<file path="src/rtl/fir_requant_decim_if.sv">
// Stream bundle around fir_requant_decim: FIR sample input and valid/ready output.
// A word moves on dout exactly when dout_valid && dout_ready at a rising edge;
// din is taken whenever din_valid is high, with no backpressure toward the FIR.
interface fir_requant_decim_if #(
    parameter int DIN_W  = 32,
    parameter int DOUT_W = 16
);
    logic [DIN_W-1:0]  din;
    logic              din_valid;
    logic [DOUT_W-1:0] dout;
    logic              dout_valid;
    logic              dout_ready;

    modport master (
        output din, din_valid, dout_ready,
        input  dout, dout_valid
    );

    modport slave (
        input  din, din_valid, dout_ready,
        output dout, dout_valid
    );
endinterface

</file>
<file path="src/rtl/fir_requant_decim.sv">
// Decimate, round (half-up, or half-to-even with REQUANT_CONVERGENT_EN) and saturate
// the FIR accumulator to Q1.15, then buffer in a drop-on-full FIFO.
module fir_requant_decim #(
    parameter int DIN_W      = 32,
    parameter int DOUT_W     = 16,
    parameter int SHIFT      = 15,
    parameter int DECIM      = 2,
    parameter int FIFO_DEPTH = 4
) (
    input  logic                   clk,
    input  logic                   rst,
    fir_requant_decim_if.slave     s,
    input  logic                   clr_status,
    output logic                   sat_pulse,
    output logic                   ovf_sticky,
    output logic [7:0]             drop_cnt
);
    localparam int RW   = DIN_W + 1;
    localparam int PH_W = (DECIM > 1) ? $clog2(DECIM) : 1;
    localparam int AW   = (FIFO_DEPTH > 1) ? $clog2(FIFO_DEPTH) : 1;
    localparam logic [PH_W-1:0] PH_LAST = PH_W'(DECIM - 1);
    localparam logic [AW:0]     CNT_FULL = (AW + 1)'(FIFO_DEPTH);
    localparam logic [SHIFT-1:0] HALF = SHIFT'(1) << (SHIFT - 1);

    logic [PH_W-1:0]        phase_q, phase_d;
    logic signed [RW-1:0]   r_q, r_d;
    logic                   v1_q, v1_d;
    logic [DOUT_W-1:0]      mem_q [FIFO_DEPTH];
    logic [AW-1:0]          wptr_q, wptr_d, rptr_q, rptr_d;
    logic [AW:0]            cnt_q, cnt_d;
    logic                   sat_q, sat_d;
    logic                   ovf_q, ovf_d;
    logic [7:0]             drop_q, drop_d;

    logic                   keep;
    logic signed [RW-1:0]   din_ext, sum_s, rounded;
    logic                   tie;
    logic [RW-DOUT_W:0]     hi_bits;
    logic                   sat_hi, sat_lo;
    logic [DOUT_W-1:0]      wr_word;
    logic                   empty, full, pop, wr_ok, drop;

    assign keep    = s.din_valid && (phase_q == '0);
    assign din_ext = $signed({s.din[DIN_W-1], s.din});
    assign sum_s   = din_ext + $signed(RW'(HALF));
    assign rounded = sum_s >>> SHIFT;
    assign tie     = (s.din[SHIFT-1:0] == HALF);

    // Clamp when the bits above the output sign bit are not a pure sign extension.
    assign hi_bits = r_q[RW-1:DOUT_W-1];
    assign sat_hi  = !r_q[RW-1] && (|hi_bits);
    assign sat_lo  = r_q[RW-1] && !(&hi_bits);
    assign wr_word = sat_hi ? {1'b0, {(DOUT_W-1){1'b1}}} :
                     sat_lo ? {1'b1, {(DOUT_W-1){1'b0}}} :
                              r_q[DOUT_W-1:0];

    assign empty = (cnt_q == '0);
    assign full  = (cnt_q == CNT_FULL);
    assign pop   = !empty && s.dout_ready;
    assign wr_ok = v1_q && (!full || pop);
    assign drop  = v1_q && full && !pop;

    assign s.dout_valid = !empty;
    assign s.dout       = empty ? '0 : mem_q[rptr_q];
    assign sat_pulse    = sat_q;
    assign ovf_sticky   = ovf_q;
    assign drop_cnt     = drop_q;

    always_comb begin
        phase_d = phase_q;
        if (s.din_valid) begin
            phase_d = (phase_q == PH_LAST) ? '0 : phase_q + PH_W'(1);
        end

        v1_d = keep;
        r_d  = r_q;
        if (keep) begin
            r_d = rounded;
`ifdef REQUANT_CONVERGENT_EN
            // Half-up landed on an odd value for an exact tie: step back to the even neighbour.
            if (tie && rounded[0]) begin
                r_d = rounded - RW'(1);
            end
`endif
        end

        wptr_d = wr_ok ? wptr_q + AW'(1) : wptr_q;
        rptr_d = pop   ? rptr_q + AW'(1) : rptr_q;
        cnt_d  = cnt_q;
        if (wr_ok && !pop) begin
            cnt_d = cnt_q + (AW + 1)'(1);
        end else if (!wr_ok && pop) begin
            cnt_d = cnt_q - (AW + 1)'(1);
        end

        sat_d  = wr_ok && (sat_hi || sat_lo);
        ovf_d  = ovf_q;
        drop_d = drop_q;
        if (clr_status) begin
            ovf_d  = 1'b0;
            drop_d = '0;
        end else if (drop) begin
            ovf_d = 1'b1;
            if (drop_q != 8'hFF) begin
                drop_d = drop_q + 8'd1;
            end
        end
    end

    always_ff @(posedge clk) begin
        if (rst) begin
            phase_q <= '0;
            r_q     <= '0;
            v1_q    <= 1'b0;
            wptr_q  <= '0;
            rptr_q  <= '0;
            cnt_q   <= '0;
            sat_q   <= 1'b0;
            ovf_q   <= 1'b0;
            drop_q  <= '0;
        end else begin
            phase_q <= phase_d;
            r_q     <= r_d;
            v1_q    <= v1_d;
            wptr_q  <= wptr_d;
            rptr_q  <= rptr_d;
            cnt_q   <= cnt_d;
            sat_q   <= sat_d;
            ovf_q   <= ovf_d;
            drop_q  <= drop_d;
        end
    end

    // Storage needs no reset: the count gates every read.
    always_ff @(posedge clk) begin
        if (wr_ok) begin
            mem_q[wptr_q] <= wr_word;
        end
    end

`ifndef REQUANT_CONVERGENT_EN
    logic unused_tie;
    assign unused_tie = tie;
`endif
endmodule

</file>
<file path="src/flat_wrapper.sv">
// flat-port wrapper written by rule: the top's interface ports become plain ports
module fir_requant_decim_flat 
#(
    parameter int DIN_W      = 32,
    parameter int DOUT_W     = 16,
    parameter int SHIFT      = 15,
    parameter int DECIM      = 2,
    parameter int FIFO_DEPTH = 4
)
  (clk, rst, clr_status, sat_pulse, ovf_sticky, drop_cnt, s_din, s_din_valid, s_dout_ready, s_dout, s_dout_valid);
  fir_requant_decim_if #(.DIN_W(DIN_W), .DOUT_W(DOUT_W)) s_i ();
  input  logic clk;
  input  logic rst;
  input  logic clr_status;
  output logic sat_pulse;
  output logic ovf_sticky;
  output logic [7:0] drop_cnt;
  input wire logic [$bits(s_i.din)-1:0] s_din;
  input wire logic [$bits(s_i.din_valid)-1:0] s_din_valid;
  input wire logic [$bits(s_i.dout_ready)-1:0] s_dout_ready;
  output wire logic [$bits(s_i.dout)-1:0] s_dout;
  output wire logic [$bits(s_i.dout_valid)-1:0] s_dout_valid;
  assign s_i.din = s_din;
  assign s_i.din_valid = s_din_valid;
  assign s_i.dout_ready = s_dout_ready;
  assign s_dout = s_i.dout;
  assign s_dout_valid = s_i.dout_valid;
  fir_requant_decim #(.DIN_W(DIN_W), .DOUT_W(DOUT_W), .SHIFT(SHIFT), .DECIM(DECIM), .FIFO_DEPTH(FIFO_DEPTH)) u_core (.clk(clk), .rst(rst), .s(s_i), .clr_status(clr_status), .sat_pulse(sat_pulse), .ovf_sticky(ovf_sticky), .drop_cnt(drop_cnt));
endmodule
</file>
<file path="config.mk">
export PLATFORM = sky130hd
export DESIGN_NAME = fir_requant_decim_flat
export DESIGN_NICKNAME = d
export VERILOG_FILES = /design/src/rtl/fir_requant_decim_if.sv /design/src/rtl/fir_requant_decim.sv /design/src/flat_wrapper.sv
export SDC_FILE = /design/constraint.sdc
export NUM_CORES = 1
export LEC_CHECK = 0
export ABC_AREA = 0
export BUFFER_PORTS_ARGS = -buffer_cell sky130_fd_sc_hd__buf_2
export CAP_MARGIN = 0
export CORE_ASPECT_RATIO = 1.2
export CORE_UTILIZATION = 40
export CTS_BUF_LIST = sky130_fd_sc_hd__clkbuf_16
export DETAILED_ROUTE_END_ITERATION = 8
export PLACE_DENSITY = 0.69
export SLEW_MARGIN = 5
export SYNTH_ARGS = -nofsm -noshare
export SYNTH_HDL_FRONTEND = slang
export SYNTH_SLANG_ARGS = --single-unit
</file>
<file path="constraint.sdc">
create_clock -name clk -period 2.77 [get_ports clk]
set_clock_uncertainty 0.1 [all_clocks]
set_input_delay 0.277 -clock clk [delete_from_list [all_inputs] [get_ports clk]]
set_output_delay 0.277 -clock clk [all_outputs]
set_load 0.05 [all_outputs]
</file>
==> results by group, run 1 <==
Global routing
  • Total GRT Usage: 14.11%
  • Most used routing layer: met2
  • First-pass GRT wire length: 12.59 mm
  • Initial antenna violation count: 0
  • Met2 Use GR: 24.74%
  • Met1 track demand over resource: 16.76%
  • Met3 GRT Util: between 3 and 4%
  • Largest net degree at the start of global routing: 34
  • Vias in the first global route: 2621
  • Gr ovfl total: 0

Synthesis
  • Syn avg cell area: 12.67 um2
  • Unique masters post-synth: 40
  • Combinational family with the most area after synthesis: simple AND/OR/NAND/NOR gates
  • Post-synth EDFFs: 64
  • Synth Area in XOR/XNOR: 3.367%
  • Yosys warns: 0
  • Sequential area share after synthesis: about 61%
  • Simple-gate portion of the synthesized area: 16.02%
  • Flops & latches, synth: 103
  • Top cells by area, synth: edfxtp_1, dfxtp_1, mux4_2, nor2_1, and2_1
  • Async SR Flop Fraction: 0%
  • Top-area cell type share of the netlist area: 43.46%
  • Compound-Gate Fraction of Synth Area: approximately 6.3%
  • Syn nets: ~390
  • Synth area leader: edfxtp_1
  • Multiplexer area fraction after synthesis: 8.829%
  • Mapped cell area: 0.004422 mm2
  • Post-synthesis adder-cell area fraction: 2.434%
  • Cells after Synth: between 300 and 400
  • Synth Flop Type: edfxtp_1

Timing
  • Final worst-path cycle share: roughly 87%
  • FMAX: 0.4164 GHz
  • Hold Worst Slack: 119.0 ps
  • Max_slew headroom: 63.51%
  • Final-report max-slew violation count: 0
  • Final setup violation count: 0
  • Post-route minimum period: 2402 ps
  • RSZ-0062 raised after global routing: no
  • Setup TNS: 0 ps
  • Final hold vios: 0
  • Slew @ Worst Pin: 547.4 ps

Power
  • PwrDens: 863.7 mW/mm2
  • Psw: about 0.0016 W
  • Max VDD drop: about 0.34 mV
  • Sw Share: 35.54%
  • Clock Power Share: 24.9%
  • Leakage: 1.862 nW
  • Int Power: around 0.0028 W
  • Sequential share of power: 41.5%
  • Logic pwr share: 33.6%

Clock tree
  • Clock transition at path regs: ~60 ps
  • CTS-repair resized insts: 0
  • CTS Sinks: 103
  • Clk_lat worst skew: roughly 340 ps
  • Clk buf depth: 2
  • Post-CTS Setup Bufs: 0
  • Hold Buf Count CTS: 0
  • H-Tree Depth: 3
  • Root Driver: clkbuf_16
  • CTS Buf Count: 9
  • CTS tree: done

Setup path
  • Critical path launch point type: flip-flop
  • Crit path max fanout: 4
  • Required @ worst endpoint: 2940 ps
  • Worst R2R Setup Slack: 370 ps
  • Worst setup EP type: flip-flop
  • Crit path DAT: 2570 ps
  • Crit Path Class: reg2reg

Placed design
  • Port buffer count: between 40 and 50
  • Dpl cells: just over 500
  • Gpl congestion: 0.7974
  • Placed cell areas: 0.004836 mm2
  • Post-DP HPWL: 5.321 mm

Floorplan
  • Initial Util: 41.64%
  • Die area: 0.01148 mm2
  • # IOs: between 60 and 70
  • Die Span Y: 117.2 um
  • Core footprint: 0.01062 mm2
  • Core Rows: 41
  • Die X: roughly 100 um

Drt
  • Vias: 2773
  • First-pass DRT Iterations: 6
  • Vias per cell: approximately 5.2
  • DR iter-0 viols: 92
  • Post-route ant nets: 0
  • DR WL/cell: 14.19 um
  • Final WL: between 7 and 8 mm
  • # DRC: 4

Cells and area
  • Commonest non-fill, non-tap cell in the layout: edfxtp_1
  • Most frequent cells in the layout: edfxtp_1, nor2_1, buf_2
  • Total Nets Final: 446
  • Diodes inserted: 0
  • Final design utilization: a little under half
  • Layout area overhead: 15.20%
  • Layout cell share with drive strength beyond 1: 23.15%
  • Filler-free cell count of the finished design: ~540
  • Final instance area: 0.005094 mm2

Run
  • Maxcap violations: 0

Worst hold path
  • Type of the worst min-delay path: in2reg

Outcome
  • Failing checks: design-rule violations
  • Status: complete, but fails checks
[cell type report]
cell class	instances	area, um2
clock buffers	9	225.2
flip-flops and latches	103	2703
fillers	948	5525
repair buffers	59	320.3
well taps	129	161.4
clock inverters	7	32.53
multi-input cells	224	1637
inverters	4	15.01
[Yosys cell counts, types with 2 or more instances]
library cell / n
nor2_1: 61
xnor2_1: 4
o211ai_1: 3
or3_2: 2
nand2b_1: 2
or4_1: 2
inv_1: 4
and2_1: 20
edfxtp_1: 64
ha_1: 7
xor2_1: 13
a21oi_1: 9
mux4_2: 16
clkbuf_1: 16
a211oi_1: 10
dfxtp_1: 39
nand2_1: 11
and4_1: 3
buf_2: 2
or3_1: 7
nand4_1: 7
and3_1: 3
a311oi_1: 5
nand3_1: 12
o21ai_0: 10
mux2i_1: 3
[metrics by stage]
stage                     worst slack, ps  total power (W)
after global placement              441.0         0.003332
after detailed placement            396.9         0.003361
after CTS                           373.0         0.004445
after floorplan                     350.3         0.003022
after global routing                247.5         0.004620
final                               368.5         0.004399
[state kept, by name (all words and copies together), names as in the netlist, named ones only]
name,cells
u_core.drop_cnt,8
u_core.phase_q,1
u_core.v1_q,1
u_core.cnt_q,3
u_core.r_q,18
u_core.mem_q,64
u_core.ovf_sticky,1
u_core.sat_pulse,1
u_core.rptr_q,2
u_core.wptr_q,2
[routing by layer]
layer	wire [um]	part of all wire (%)
met1	3357	44
met2	3789	50
met3	340	4.5
met4	108	1.4
met5	0	0
[cell families after synthesis]
group / Yosys count
and+or+nand+nor: 138
DFF: 103
AOI/OAI and AO/OA: 42
buffers and inverters: 22
muxes: 19
xor gates and xnor gates: 17
adders and majority gates: 8
[power by group through the flow]
stage | clock network [W] | logic (W) | registers, W
4_1_cts | 0.00111 | 0.00150 | 0.00183
3_5_place_dp | 0 | 0.00150 | 0.00186
6_report | 0.00110 | 0.00148 | 0.00183
2_1_floorplan | 0 | 0.00118 | 0.00184
3_3_place_gp | 0 | 0.00148 | 0.00185
5_1_grt | 0.00117 | 0.00161 | 0.00184
[path summary, 6_finish.rpt]
| check | startpoint | end | cells after the start |
|---|---|---|---|
| worst max-delay path | u_core.cnt_q[0] | u_core.cnt_q[2] | 8 |
| worst min-delay path | clr_status | u_core.drop_cnt[3] | 4 |
| worst max register to register | u_core.cnt_q[0] | u_core.cnt_q[2] | 8 |
| worst min register to register | u_core.r_q[11] | u_core.r_q[11] | 2 |
[critical path, cell delays in order (launching register included)]
cell	delay, ps
dfxtp_1	380
or3_2	500
nand2_1	120
ha_1	200
inv_1	60
fa_1	370
xor2_1	160
or3_1	300
a21oi_1	140
(Power assumes the default switching activity.)
==> run 2: changes to the inputs <==
--- a/config.mk
+++ b/config.mk
@@ -5,7 +5,7 @@
 export SDC_FILE = /design/constraint.sdc
 export NUM_CORES = 1
 export LEC_CHECK = 0
-export ABC_AREA = 0
+export ABC_AREA = 1
 export BUFFER_PORTS_ARGS = -buffer_cell sky130_fd_sc_hd__buf_2
 export CAP_MARGIN = 0
 export CORE_ASPECT_RATIO = 1.2
==> run 2 against run 1 <==
The flow now finishes without violations. Sequential share of layout area shrank 3.5 points. Core utilization shrank 0.86 points. Worst hold slack gained 36 ps. Non-clock buffer count shrank 1. Fmax grew 2.0%. Cell count grew 39%. Critical path type unchanged. Sequential power is essentially flat. Combinational power is essentially flat. Die area grew 7.1%. Final area grew 7.0%.
==> results by group, run 2 <==
Setup path
  • Critical path launch point type: flip-flop
  • Crit path DAT: about 2500 ps
  • Worst setup EP type: flip-flop
  • Crit path max fanout: 17
  • Required @ worst endpoint: 2900 ps
  • Crit Path Class: reg2reg

Cells and area
  • Total Nets Final: around 630
  • Diodes inserted: 0
  • Layout cell share with drive strength beyond 1: 15.31%
  • Top reg by flops: u_core.mem_q
  • Commonest non-fill, non-tap cell in the layout: nor2_1
  • Most frequent cells in the layout: nor2_1, inv_1, edfxtp_1
  • Filler-free cell count of the finished design: 745
  • Final design utilization: 47.11%
  • Layout area overhead: 14.91%
  • Filler instances: 1099
  • Largest register FFs: 64
  • Area of the multi-input gates: 0.001672 mm2
  • Sequential cell area: 0.002703 mm2

Synthesis
  • Sequential area share after synthesis: 56.99%
  • Cells after Synth: 533
  • Count leader, synth: nor2_1
  • Top-area cell type share of the netlist area: 40.53%
  • Syn avg cell area: between 8 and 9 um2
  • Syn nets: roughly 580
  • Yosys warns: 0
  • Async SR Flop Fraction: 0%
  • Top cells by area, synth: edfxtp_1, dfxtp_1, nor2_1, a21oi_1, o21ai_0
  • Post-synth EDFFs: between 60 and 70
  • Synth area leader: edfxtp_1
  • Synth Flop Type: edfxtp_1
  • Synth top cells by count: nor2_1, inv_1, edfxtp_1, a21oi_1, nand2_1
  • Mapped cell area: 0.004742 mm2
  • Flops & latches, synth: 103
  • Unique masters post-synth: 31

Global routing
  • Total GRT Usage: 16.85%
  • Initial antenna violation count: 0
  • Gr ovfl total: 0
  • Largest net degree at the start of global routing: 33
  • First-pass GRT wire length: approximately 16 mm
  • Vias in the first global route: 3487

Drt
  • DR WL/cell: around 13 um
  • DR iter-0 viols: roughly 190
  • Final WL: 9.709 mm
  • # DRC: 0
  • Vias: 3620
  • Post-route ant nets: 0
  • Vias per cell: 4.859
  • First-pass DRT Iterations: 5

Placed design
  • Pre-CTS setup slack: 426.4 ps
  • Port buffer count: about 50
  • Post-DP HPWL: 6.805 mm
  • Dpl cells: between 700 and 800
  • Gpl congestion: 0.8548

Timing
  • Slew @ Worst Pin: 677.8 ps
  • Setup TNS: 0 ps
  • Final setup violation count: 0
  • RSZ-0062 raised after global routing: no
  • Final-report max-slew violation count: 0
  • Max_slew headroom: 54.77%
  • FMAX: 0.4248 GHz
  • Final hold vios: 0
  • Worst Setup Slack, final: 415.8 ps
  • Post-route minimum period: 2354 ps
  • Final worst-path cycle share: a little over four fifths

Worst hold path
  • Type of the worst min-delay path: in2reg

Clock tree
  • Clk buf depth: 2
  • Hold Buf Count CTS: 0
  • CTS Buf Count: 9
  • H-Tree Depth: 3
  • Post-CTS Setup Bufs: 0
  • Clk_lat worst skew: 340 ps
  • CTS tree: done
  • Clock transition at path regs: around 70 ps
  • CTS-repair resized insts: 0
  • CTS Sinks: 103
  • Root Driver: clkbuf_16

Floorplan
  • Core footprint: around 0.012 mm2
  • Initial Util: 41.00%
  • Die X: 101.4 um
  • # IOs: 64
  • Die area: 0.01230 mm2
  • Die Span Y: 121.3 um
  • Core Rows: 43

Power
  • Final Total Pwr: around 0.0045 W
  • PwrDens: around 830 mW/mm2
  • Leakage: 2.237 nW
  • Max VDD drop: roughly 0.32 mV

Outcome
  • Status: completed

Run
  • Maxcap violations: 0
-- run 2: changes by cell type in the layout (fill, tap and decap cells not counted), moves of 20 or more --
| cell | before | now |
|---|---|---|
| inv_1 | 6 | 71 |
| a21oi_1 | 9 | 58 |
| o21ai_0 | 10 | 56 |
| nand2_1 | 11 | 58 |
| nor2_1 | 61 | 102 |
| and2_1 | 20 | 0 |
-- run 2: routing by layer --
| layer | routed length, um | up-vias | share of wire (%) | GRT usage, % |
|---|---|---|---|---|
| li1 | - | 1846 | - | - |
| met1 | 4172 | 1698 | 43 | 19.12 |
| met2 | 4977 | 62 | 51 | 30.27 |
| met3 | 378 | 14 | 3.9 | 3.053 |
| met4 | 180 | 0 | 1.9 | 7.880 |
| met5 | 0 | - | 0 | 0 |
-- run 2: area by class of cell --
| cell class | instances | share of cell area (%) |
|---|---|---|
| clock inverter | 7 | 1.171 |
| timing repair buffer | 58 | 5.741 |
| multi-input combinational | 338 | 30.68 |
| tap | 157 | 3.605 |
| clock buffer | 9 | 4.133 |
| sequential | 103 | 49.60 |
| inverter | 73 | 5.075 |
-- run 2: final timing paths --
kind	to	slack, ps	from	cells past startpoint
worst max-delay path	u_core.cnt_q[2]	420	u_core.cnt_q[0]	12
worst min-delay path	u_core.phase_q	160	s_din_valid	4
worst max register to register	u_core.cnt_q[2]	420	u_core.cnt_q[0]	12
worst min register to register	flip-flop	370	u_core.rptr_q[1]	2
-- run 2: worst max-delay path, stage by stage, from the launching register on --
cell and delay [ps]:
dfxtp_1 350, nor2_2 160, nand2_1 100, inv_2 300, nor2_4 70, inv_1 70
ha_1 130, inv_1 70, fa_1 390, a21oi_1 160, o21ai_0 110, o21ai_0 170
a21oi_1 50
-- run 2: per-stage QoR --
| stage | area (um2) | hold WS [ps] |
|---|---|---|
| global route | 5449 | 175.4 |
| CTS | 5449 | 147.3 |
| floorplan | 4742 | 336.0 |
| detailed placement | 5160 | 355.6 |
| global placement | 5160 | 349.0 |
| finish | 5449 | 155.3 |
-- run 2: kinds of logic after synthesis --
kind of cell | count (synthesis) | share of synthesized area (%)
compound gates | 118 | 12.80
xor+xnor | 11 | 2.032
fa+ha+maj | 8 | 2.269
buf+inv | 92 | 7.757
flops | 103 | 56.99
simple gates | 201 | 18.15
-- run 2: power breakdown --
group | leakage, nW | internal, W | switching (W)
sequential | 0.906 | 0.00175 | 0.0000488
clock | 0.138 | 0.000691 | 0.000524
combinational | 1.19 | 0.000344 | 0.00117
total | 2.24 | 0.00279 | 0.00174
